**config.mk**
```make
export PLATFORM = sky130hd
export DESIGN_NAME = mem_stage
export DESIGN_NICKNAME = d
export VERILOG_FILES = /design/src/rtl/mem_stage.sv
export SDC_FILE = /design/constraint.sdc
export NUM_CORES = 1
export LEC_CHECK = 0
export ABC_AREA = 0
export BUFFER_PORTS_ARGS = -buffer_cell sky130_fd_sc_hd__buf_2
export CORE_AREA = 3 3 110 112
export DETAILED_ROUTE_END_ITERATION = 16
export DIE_AREA = 0 0 113 115
export GPL_TIMING_DRIVEN = 0
export PLACE_DENSITY = 0.71
export SKIP_LAST_GASP = 1
export SLEW_MARGIN = 40
export SYNTH_ARGS = -nofsm -noshare
export SYNTH_HDL_FRONTEND = slang
export SYNTH_SLANG_ARGS = --single-unit
```
**constraint.sdc**
```tcl
create_clock -name clk -period 1.7 [get_ports clk]
set_input_delay 0 -clock clk [delete_from_list [all_inputs] [get_ports clk]]
set_output_delay 0 -clock clk [all_outputs]
set_load 0.05 [all_outputs]
```
**src/rtl/mem_stage.sv**
```systemverilog
// mem_stage: pipeline MEM stage.
// Consumes the EX/MEM register and performs loads and stores against a variable-latency
// data memory over a req/ack handshake. It stalls upstream while an access is outstanding,
// aborts hung accesses with a watchdog, and writes the MEM/WB register every cycle.
//
// Ports:
//   clk, rst_n          clock, asynchronous active-low reset
//   EX_MEM[105:0]       {PC+4, MemtoReg, RegWrite, MemWrite, MemRead, rd, alu/addr, store data}
//   dmem_req/we/addr/wdata  request side of the data memory handshake
//   dmem_ack/rdata      completion and load data from the data memory
//   MEM_Stall           freezes PC, IF_ID, ID_EX and EX_MEM
//   MEM_RegWrite, MEM_WriteRegister, MEM_RegWriteData  forwarding back to EX
//   MEM_WB[37:0]        {RegWrite, rd, writeback data}
//   mem_fault           sticky watchdog-abort flag, cleared only by reset
module mem_stage #(
   parameter int unsigned TIMEOUT = 16,
   parameter int unsigned CNT_W   = 5
) (
   input  logic         clk,
   input  logic         rst_n,
   input  logic [105:0] EX_MEM,
   output logic         dmem_req,
   output logic         dmem_we,
   output logic [31:0]  dmem_addr,
   output logic [31:0]  dmem_wdata,
   input  logic         dmem_ack,
   input  logic [31:0]  dmem_rdata,
   output logic         MEM_Stall,
   output logic         MEM_RegWrite,
   output logic [4:0]   MEM_WriteRegister,
   output logic [31:0]  MEM_RegWriteData,
   output logic [37:0]  MEM_WB,
   output logic         mem_fault
);

   typedef enum logic [0:0] {StIdle, StWait} state_e;

   // EX/MEM field decode
   logic [31:0] store_data;
   logic [31:0] alu_result;
   logic [4:0]  write_reg;
   logic        mem_read;
   logic        mem_write;
   logic        reg_write;
   logic [1:0]  mem_to_reg;
   logic [31:0] pc_plus4;
   logic        mem_op;

   assign store_data = EX_MEM[31:0];
   assign alu_result = EX_MEM[63:32];
   assign write_reg  = EX_MEM[68:64];
   assign mem_read   = EX_MEM[69];
   assign mem_write  = EX_MEM[70];
   assign reg_write  = EX_MEM[71];
   assign mem_to_reg = EX_MEM[73:72];
   assign pc_plus4   = EX_MEM[105:74];
   assign mem_op     = mem_read | mem_write;

   state_e            state_q, state_d;
   logic [CNT_W-1:0]  cnt_q, cnt_d;
   logic              fault_q, fault_d;
   logic [37:0]       mem_wb_q, mem_wb_d;
   logic              abort;
   logic [31:0]       wb_data;

   // Watchdog FSM: counts WAIT cycles without ack; the IDLE request cycle is not counted.
   always_comb begin
      state_d  = state_q;
      cnt_d    = cnt_q;
      fault_d  = fault_q;
      abort    = 1'b0;
      dmem_req = 1'b0;
      case (state_q)
         StIdle: begin
            dmem_req = mem_op;
            if (mem_op && !dmem_ack) begin
               state_d = StWait;
               cnt_d   = '0;
            end
         end
         StWait: begin
            if (dmem_ack) begin
               // Ack wins over a simultaneous timeout.
               state_d = StIdle;
               cnt_d   = '0;
            end else if (cnt_q == CNT_W'(TIMEOUT - 1)) begin
               abort   = 1'b1;
               fault_d = 1'b1;
               state_d = StIdle;
               cnt_d   = '0;
            end else begin
               cnt_d = cnt_q + 1'b1;
            end
            dmem_req = ~abort;
         end
         default: begin
            state_d = StIdle;
            cnt_d   = '0;
         end
      endcase
   end

   assign dmem_we    = mem_write;
   assign dmem_addr  = alu_result;
   assign dmem_wdata = store_data;
   assign MEM_Stall  = mem_op & ~dmem_ack & ~abort;

   always_comb begin
      wb_data = alu_result;
      case (mem_to_reg)
         2'b01:   wb_data = dmem_rdata;
         2'b10:   wb_data = pc_plus4;
         default: wb_data = alu_result;
      endcase
   end

   // Load data is not forwarded; ID stalls on load-use instead.
   assign MEM_RegWriteData  = (mem_to_reg == 2'b10) ? pc_plus4 : alu_result;
   assign MEM_RegWrite      = reg_write;
   assign MEM_WriteRegister = write_reg;

   // Stall and abort cycles both retire a bubble.
   assign mem_wb_d = (mem_op && !dmem_ack) ? 38'd0 : {reg_write, write_reg, wb_data};

   always_ff @(posedge clk or negedge rst_n) begin
      if (!rst_n) begin
         state_q  <= StIdle;
         cnt_q    <= '0;
         fault_q  <= 1'b0;
         mem_wb_q <= '0;
      end else begin
         state_q  <= state_d;
         cnt_q    <= cnt_d;
         fault_q  <= fault_d;
         mem_wb_q <= mem_wb_d;
      end
   end

   assign MEM_WB    = mem_wb_q;
   assign mem_fault = fault_q;

endmodule

```
==> results of run 1 <==
-- layout by cell type (no fill, tap or decap), types with 4 or more instances in the layout --
master	synthesis	layout
sky130_fd_sc_hd__buf_2	10	260
sky130_fd_sc_hd__buf_4	71	75
sky130_fd_sc_hd__dfrtp_1	45	45
sky130_fd_sc_hd__nor2b_1	33	33
sky130_fd_sc_hd__a221oi_1	32	32
sky130_fd_sc_hd__nor3_1	32	32
sky130_fd_sc_hd__mux2_2	32	32
sky130_fd_sc_hd__dlygate4sd3_1	0	12
sky130_fd_sc_hd__clkbuf_1	9	9
sky130_fd_sc_hd__and2_1	6	6
sky130_fd_sc_hd__clkbuf_16	0	5
sky130_fd_sc_hd__buf_6	3	4
sky130_fd_sc_hd__nor2_1	4	4
-- timing repair --
action | in CTS | in global routing
hold buffers | 12 | 0
buffers inserted | 2 | 1
gates resized for setup | 5 | 0
pin swaps | 3 | 1
hold endpoints to repair | 56 | 0
endpoints found under the setup margin | 1 | 1
-- cells by family after synthesis --
kind of cell,after synthesis
buffers and inverters,96
adders and majority gates,3
muxes,33
and+or+nand+nor,84
DFF,45
AOI/OAI and AO/OA,44
-- routing by layer --
metal,global-route usage (%),part of all wire [%],vias to the layer above
met5,0,0,-
met4,4.97,1.2,0
met3,3.89,9.7,7
met2,30.6,53,196
met1,17.7,36,1519
li1,-,-,1560
-- path summary, 6_finish.rpt --
check,start,depth (start not counted),endpoint,slack (ns)
setup / recovery,cnt_q[0],5,dmem_req,0.0005
hold / removal,EX_MEM[47],3,MEM_WB[15],0.01
setup reg to reg,state_q,4,cnt_q[2],0.43
hold reg to reg,mem_fault,1,mem_fault,0.48
max in group asynchronous,rst_n,2,MEM_WB[21],1.02
min in group asynchronous,rst_n,2,MEM_WB[10],0.28
-- power by group through the flow --
stage	registers, W	clock network [W]	logic, W
final	0.00121	0.00113	0.00192
after global routing	0.00122	0.00121	0.00202
after CTS	0.00121	0.00117	0.00193
after detailed placement	0.00123	0	0.00189
after global placement	0.00123	0	0.00186
after floorplan	0.00157	0	0.00102
-- through the flow --
step	utilization, %	area, um2	std cells
after floorplan	-	3040	305
after global placement	39.6	4480	700
after detailed placement	39.6	4480	700
after CTS	42.5	4810	722
after global routing	42.6	4820	724
final	42.6	4820	724
-- sequential cells by signal, indices dropped and copies added, names as in the netlist --
| name | flops |
|---|---|
| cnt_q | 5 |
| state_q | 1 |
| mem_fault | 1 |
| MEM_WB | 38 |
-- tightest hold or removal path, cell delays in order --
cell                      delay [ns]
sky130_fd_sc_hd__buf_2          0.11
sky130_fd_sc_hd__nor2b_1        0.10
sky130_fd_sc_hd__nor3_1         0.05
-- final cells by class --
| class | instances | area share [%] |
|---|---|---|
| timing repair buffer | 267 | 29.3 |
| buffer | 93 | 13.5 |
| multi-input combinational | 164 | 26.3 |
| clock buffer | 5 | 2.60 |
| sequential | 45 | 23.4 |
| inverter | 3 | 0.234 |
| tap | 143 | 3.71 |
| clock inverter | 3 | 0.961 |
| antenna | 1 | 0.0519 |
==> parameters.txt, run 1 <==
Parameter                              Value

CTS
  Worst skew pair latency    0.29 ns
  Inserted Clock Buffers    5
  Clock slew at reported path FFs    0.06 ns
  TritonCTS clock tree    yes
  Clk Tree Root Cell    sky130_fd_sc_hd__clkbuf_16
  H-tree depth    2
  Bufs on Longest Clock Path    2
  TritonCTS Sinks    45

Critical path
  Required @ worst endpoint    1.70 ns
  Setup crit start kind    register
  Max Fanout on Critical Path    5
  Total buffers and inverters traversed by the critical path    1
  Crit-path leading delay family    simple AND/OR/NAND/NOR gates
  Sort of element at the end of the critical path    output pin
  Ordered cell list for the critical path    ha_2 > nand3_4 > or3b_4 > o32a_1 > buf_6
  Slowest cell on the critical path    sky130_fd_sc_hd__or3b_4
  Data arrival time of the critical path    1.70 ns
  Crit Path Category    reg2out
  Crit path largest cell delay    0.40 ns

Placed design
  Last weighted congestion value of the routability-driven placer    0.815
  Port Buffers    252
  Dpl ws    0.105 ns
  Final HPWL from detailed placement    8970 um

Cells and area
  Area occupied by multi-input gates    0.00127 mm2
  Count of filler cells inserted in the layout    1083
  Fraction of final layout cells with drive strength greater than 1    66.4%
  Synth-to-layout area growth    58.5%
  Storage cell area    0.00113 mm2
  Post-layout net count    723

Synthesis
  Total nets after synthesis    449
  Top area cells in the synthesized netlist    sky130_fd_sc_hd__dfrtp_1, sky130_fd_sc_hd__buf_4, sky130_fd_sc_hd__mux2_2
  Mapped Cells    305
  Main combinational cell family by area after synthesis    buffers and inverters
  Sequential fraction of the synthesis area    37.0%
  Fraction of the mapped netlist area in compound gates    12.2%
  Avg Cell Area, Syn    9.97 um2
  Register bit count reported by yosys    45
  Multiplexer share of the synthesized area    12.2%
  Unique masters post-synth    31
  Most common cell in the synthesized netlist    sky130_fd_sc_hd__buf_4
  Synthesized-area fraction occupied by and/or/nand/nor cells    15.6%
  Fraction of post-synthesis cell area in the top cell type by area    37.0%
  Warning count from the yosys run    0
  Async S/R FF share, synth    100%
  Adder and majority cell fraction of the synthesized area    1.23%
  Post-synth design cell area    0.00304 mm2
  Dominant cell type by area after synthesis    sky130_fd_sc_hd__dfrtp_1
  Number of synthesized flops with an enable pin    0
  Top cells by count, synth    sky130_fd_sc_hd__buf_4, sky130_fd_sc_hd__dfrtp_1, sky130_fd_sc_hd__nor2b_1
  Post-synthesis share of cell area spent on xor and xnor gates    0%
  Most instantiated flip-flop cell in the synthesis netlist    sky130_fd_sc_hd__dfrtp_1

Route
  Post-DRT Antenna Nets    0
  Post-DR vias/cell    4.53
  Count of unresolved DRC violations after routing    0
  Routed Wire Length    11300 um
  Router iterations before antenna repair    4
  Vias    3282
  Wire length per cell after detailed routing    15.6 um
  Number of design-rule violations left by the first detailed-router iteration    146

Global route
  Number of global-route vias before repair    3222
  Maximum number of pins on one net before global-route repair    46
  Antenna violations before repair    1
  Total overflow reported by the global router    0
  Global-route wire length before repair    16500 um
  Global-route total usage across every layer    16.1%

STA
  Achievable clock frequency    588 MHz
  Max Clock Skew    0.00422 ns
  Period Utilization, post-route    100%
  Final-layout worst hold slack    0.0116 ns
  Worst slew slack as a fraction of its limit    60.0%
  Least-Margin Pin Slew    0.599 ns
  Summed negative setup slack over all endpoints    0 ns
  Number of pins exceeding their max-slew limit in the final report    0
  Clock period minus worst slack    1.70 ns
  Final hold vios    0
  RSZ-0062 raised after global routing    true
  Setup Viol. Count Final    0
  Setup slack of the critical path after layout    0.000543 ns

Power and ir drop
  Static leakage    2.54 nW
  Design Power    0.00425 W
  Reg power frac    28.3%
  Net switching power    0.00180 W
  Internal cell power    0.00246 W
  Areal power density over the cells    883 mW/mm2
  Share of power burned in the clock network    26.6%
  Peak VDD IR    408 uV
  Part of the power in combinational logic    45.1%
  Switching share of power    42.2%

Floorplan
  Initial Utilization    26.9%
  Core area    0.0113 mm2
  Die footprint    0.0130 mm2
  Vert. Die Dim    115 um
  Core Rows    39
  I/O pin count    285
  Horizontal die dimension    113 um

Min path
  Worst Hold Class    in2reg

Flow run
  Max cap viols    0

Outcome
  Status    finished clean
Note: power is estimated with default switching activity, not from simulation.
==> run 2, diff against run 1 <==
==> constraint.sdc (replaced) <==
create_clock -name clk -period 1.6 [get_ports clk]
set_input_delay 0 -clock clk [delete_from_list [all_inputs] [get_ports clk]]
set_output_delay 0 -clock clk [all_outputs]
set_load 0.05 [all_outputs]
==> run 2 against run 1 <==
Net effect:
- the flow now finishes with violations (setup timing)
- first-iteration DRC count up 0.68%
- power is 6.2% higher
- die area unchanged
- clock skew decreased by 0.00052 ns
- final cell count grew 0.14%
- sequential cell count stayed put
- sequential power up 6%
- clock power grew 6%
- utilization increased by 0.18 points
- register-to-register slack worse by 0.11 ns
- via count barely moved
- count of clock-buffer cells in the layout unchanged
==> parameters.txt, run 2 (synthesis gave the netlist of run 1 again) <==
Parameter                              Value

Critical path
  Sort of element at the end of the critical path    output pin (unchanged)
  Slowest cell on the critical path    sky130_fd_sc_hd__or3b_4 (unchanged)
  Crit-path leading delay family    simple AND/OR/NAND/NOR gates (unchanged)
  Required @ worst endpoint    1.60 ns (was 1.70 ns)
  Ordered cell list for the critical path    ha_2 > nand3_4 > or3b_4 > o32a_1 > buf_6 (unchanged)
  Setup crit start kind    register (unchanged)
  Max Fanout on Critical Path    2 (was 5)
  Data arrival time of the critical path    1.69 ns (was 1.70 ns)
  Crit Path Category    reg2out (unchanged)
  Crit path largest cell delay    0.39 ns (was 0.40 ns)
  Total buffers and inverters traversed by the critical path    1 (unchanged)

Cells and area
  Fraction of final layout cells with drive strength greater than 1    66.4% (about the same)
  Top library cells by usage in the layout, fill and taps aside    sky130_fd_sc_hd__buf_2, sky130_fd_sc_hd__buf_4, sky130_fd_sc_hd__dfrtp_1 (unchanged)
  Post-layout net count    724 (was 723)
  Most common library cell in the layout ignoring fill and taps    sky130_fd_sc_hd__buf_2 (unchanged)
  Fin util    42.7% (was 42.6%)
  Flip-flop count of the largest register, all copies and words added    38 (unchanged)
  Synth-to-layout area growth    59.1% (was 58.5%)

Flow run
  Max cap viols    0 (unchanged)

STA
  Achievable clock frequency    592 MHz
  Final hold vios    0 (unchanged)
  Number of pins exceeding their max-slew limit in the final report    0 (unchanged)
  Final-layout worst hold slack    0.0111 ns (was 0.0116 ns)
  Least-Margin Pin Slew    0.602 ns (was 0.599 ns)
  RSZ-0062 raised after global routing    true (unchanged)
  Worst slew slack as a fraction of its limit    59.9% (was 60.0%)
  Max Clock Skew    0.00370 ns (was 0.00422 ns)
  Setup Viol. Count Final    2 (was 0)
  Clock period minus worst slack    1.69 ns
  Setup slack of the critical path after layout    -0.0886 ns (was 0.000543 ns)
  Period Utilization, post-route    106%

Power and ir drop
  Part of the power in combinational logic    45.1% (about the same)
  Reg power frac    28.4% (was 28.3%)
  Switching share of power    42.2% (about the same)
  Share of power burned in the clock network    26.5% (was 26.6%)
  Net switching power    0.00191 W (was 0.00180 W)
  Areal power density over the cells    933 mW/mm2 (was 883 mW/mm2)
  Internal cell power    0.00261 W (was 0.00246 W)
  Peak VDD IR    433 uV (was 408 uV)
  Static leakage    2.55 nW (was 2.54 nW)

Placed design
  Last weighted congestion value of the routability-driven placer    0.815 (unchanged)
  Port Buffers    252 (unchanged)
  Final HPWL from detailed placement    8970 um (unchanged)

CTS
  Bufs on Longest Clock Path    2 (unchanged)
  Clk Tree Root Cell    sky130_fd_sc_hd__clkbuf_16 (unchanged)
  TritonCTS Sinks    45 (unchanged)
  Clock slew at reported path FFs    0.06 ns (about the same)
  Worst skew pair latency    0.29 ns (about the same)
  TritonCTS clock tree    yes (unchanged)
  Inserted Clock Buffers    5 (unchanged)
  H-tree depth    2 (unchanged)

Route
  Wire length per cell after detailed routing    15.6 um (about the same)
  Router iterations before antenna repair    4 (unchanged)
  Post-DR vias/cell    4.53 (about the same)
  Count of unresolved DRC violations after routing    0 (unchanged)
  Routed Wire Length    11300 um (about the same)
  Post-DRT Antenna Nets    0 (unchanged)
  Vias    3283 (was 3282)
  Number of design-rule violations left by the first detailed-router iteration    147 (was 146)

Outcome
  Status    finished with violations (was finished clean)
  Violated checks    setup timing

Global route
  Total overflow reported by the global router    0 (unchanged)
  Global-route total usage across every layer    16.1% (about the same)
  Global-route wire length before repair    16500 um (about the same)
  Antenna violations before repair    1 (unchanged)
  Number of global-route vias before repair    3224 (was 3222)
  Maximum number of pins on one net before global-route repair    46 (unchanged)

Floorplan
  Vert. Die Dim    115 um (unchanged)
  Die footprint    0.0130 mm2 (unchanged)
  Core Rows    39 (unchanged)
  Core area    0.0113 mm2 (unchanged)
  I/O pin count    285 (unchanged)
  Initial Utilization    26.9% (unchanged)
  Horizontal die dimension    113 um (unchanged)

Min path
  Worst Hold Class    in2reg (unchanged)
run 2: metrics by stage:
stage | std cells | area (um2) | TNS (ns) | setup slack, ns | total power, W
2_1_floorplan | 305 | 3040 | 0 | 0.174 | 0.00276
3_3_place_gp | 700 | 4480 | 0 | 0.0378 | 0.00328
3_5_place_dp | 700 | 4480 | 0 | 0.00534 | 0.00331
4_1_cts | 723 | 4830 | -0.145 | -0.0836 | 0.00457
5_1_grt | 725 | 4840 | -0.275 | -0.146 | 0.00473
6_report | 725 | 4840 | -0.139 | -0.0886 | 0.00452
run 2: what timing repair did:
action                     CTS  global route
hold endpoints to repair    56             0
pin swaps                    3             1
hold buffers                12             0
resized for setup            5             0
setup endpoints to repair    2             2
buffers inserted             3             1
run 2: worst min-delay path, stage by stage:
cell,delay (ns)
sky130_fd_sc_hd__buf_2,0.11
sky130_fd_sc_hd__nor2b_1,0.10
sky130_fd_sc_hd__nor3_1,0.05
run 2: metal layers:
layer  vias up  track usage [%]  part of all wire [%]
li1       1561                -                     -
met1      1514             17.7                    36
met2       201             30.6                    53
met3         7             3.89                   9.7
met4         0             4.97                   1.3
met5         -                0                     0
run 2: power groups by stage:
stage          Clock, W  Combinational [W]  Sequential, W
2_1_floorplan         0            0.00109        0.00167
3_3_place_gp          0            0.00198        0.00130
3_5_place_dp          0            0.00201        0.00131
4_1_cts         0.00124            0.00205        0.00128
5_1_grt         0.00128            0.00215        0.00129
6_report        0.00120            0.00204        0.00128
run 2: path summary, 6_finish.rpt:
check                                start         end  slack (ns)  depth (start not counted)
worst min register to register   mem_fault   mem_fault        0.48                          1
worst max-delay path              cnt_q[0]    dmem_req       -0.09                          5
min in group asynchronous            rst_n  MEM_WB[10]        0.28                          2
worst min-delay path            EX_MEM[47]  MEM_WB[15]        0.01                          3
max in group asynchronous            rst_n  MEM_WB[21]        0.91                          2
worst max register to register     state_q    cnt_q[2]        0.32                          4
run 2: final cells by class:
cell class	instances	area [um2]
diodes	1	2.50
plain buffers	93	651
clock buffers	5	125
clock inverters	3	46.3
fillers	1081	6480
inverters	3	11.3
multi-input cells	164	1270
flip-flops and latches	45	1130
well taps	143	179
repair buffers	268	1430
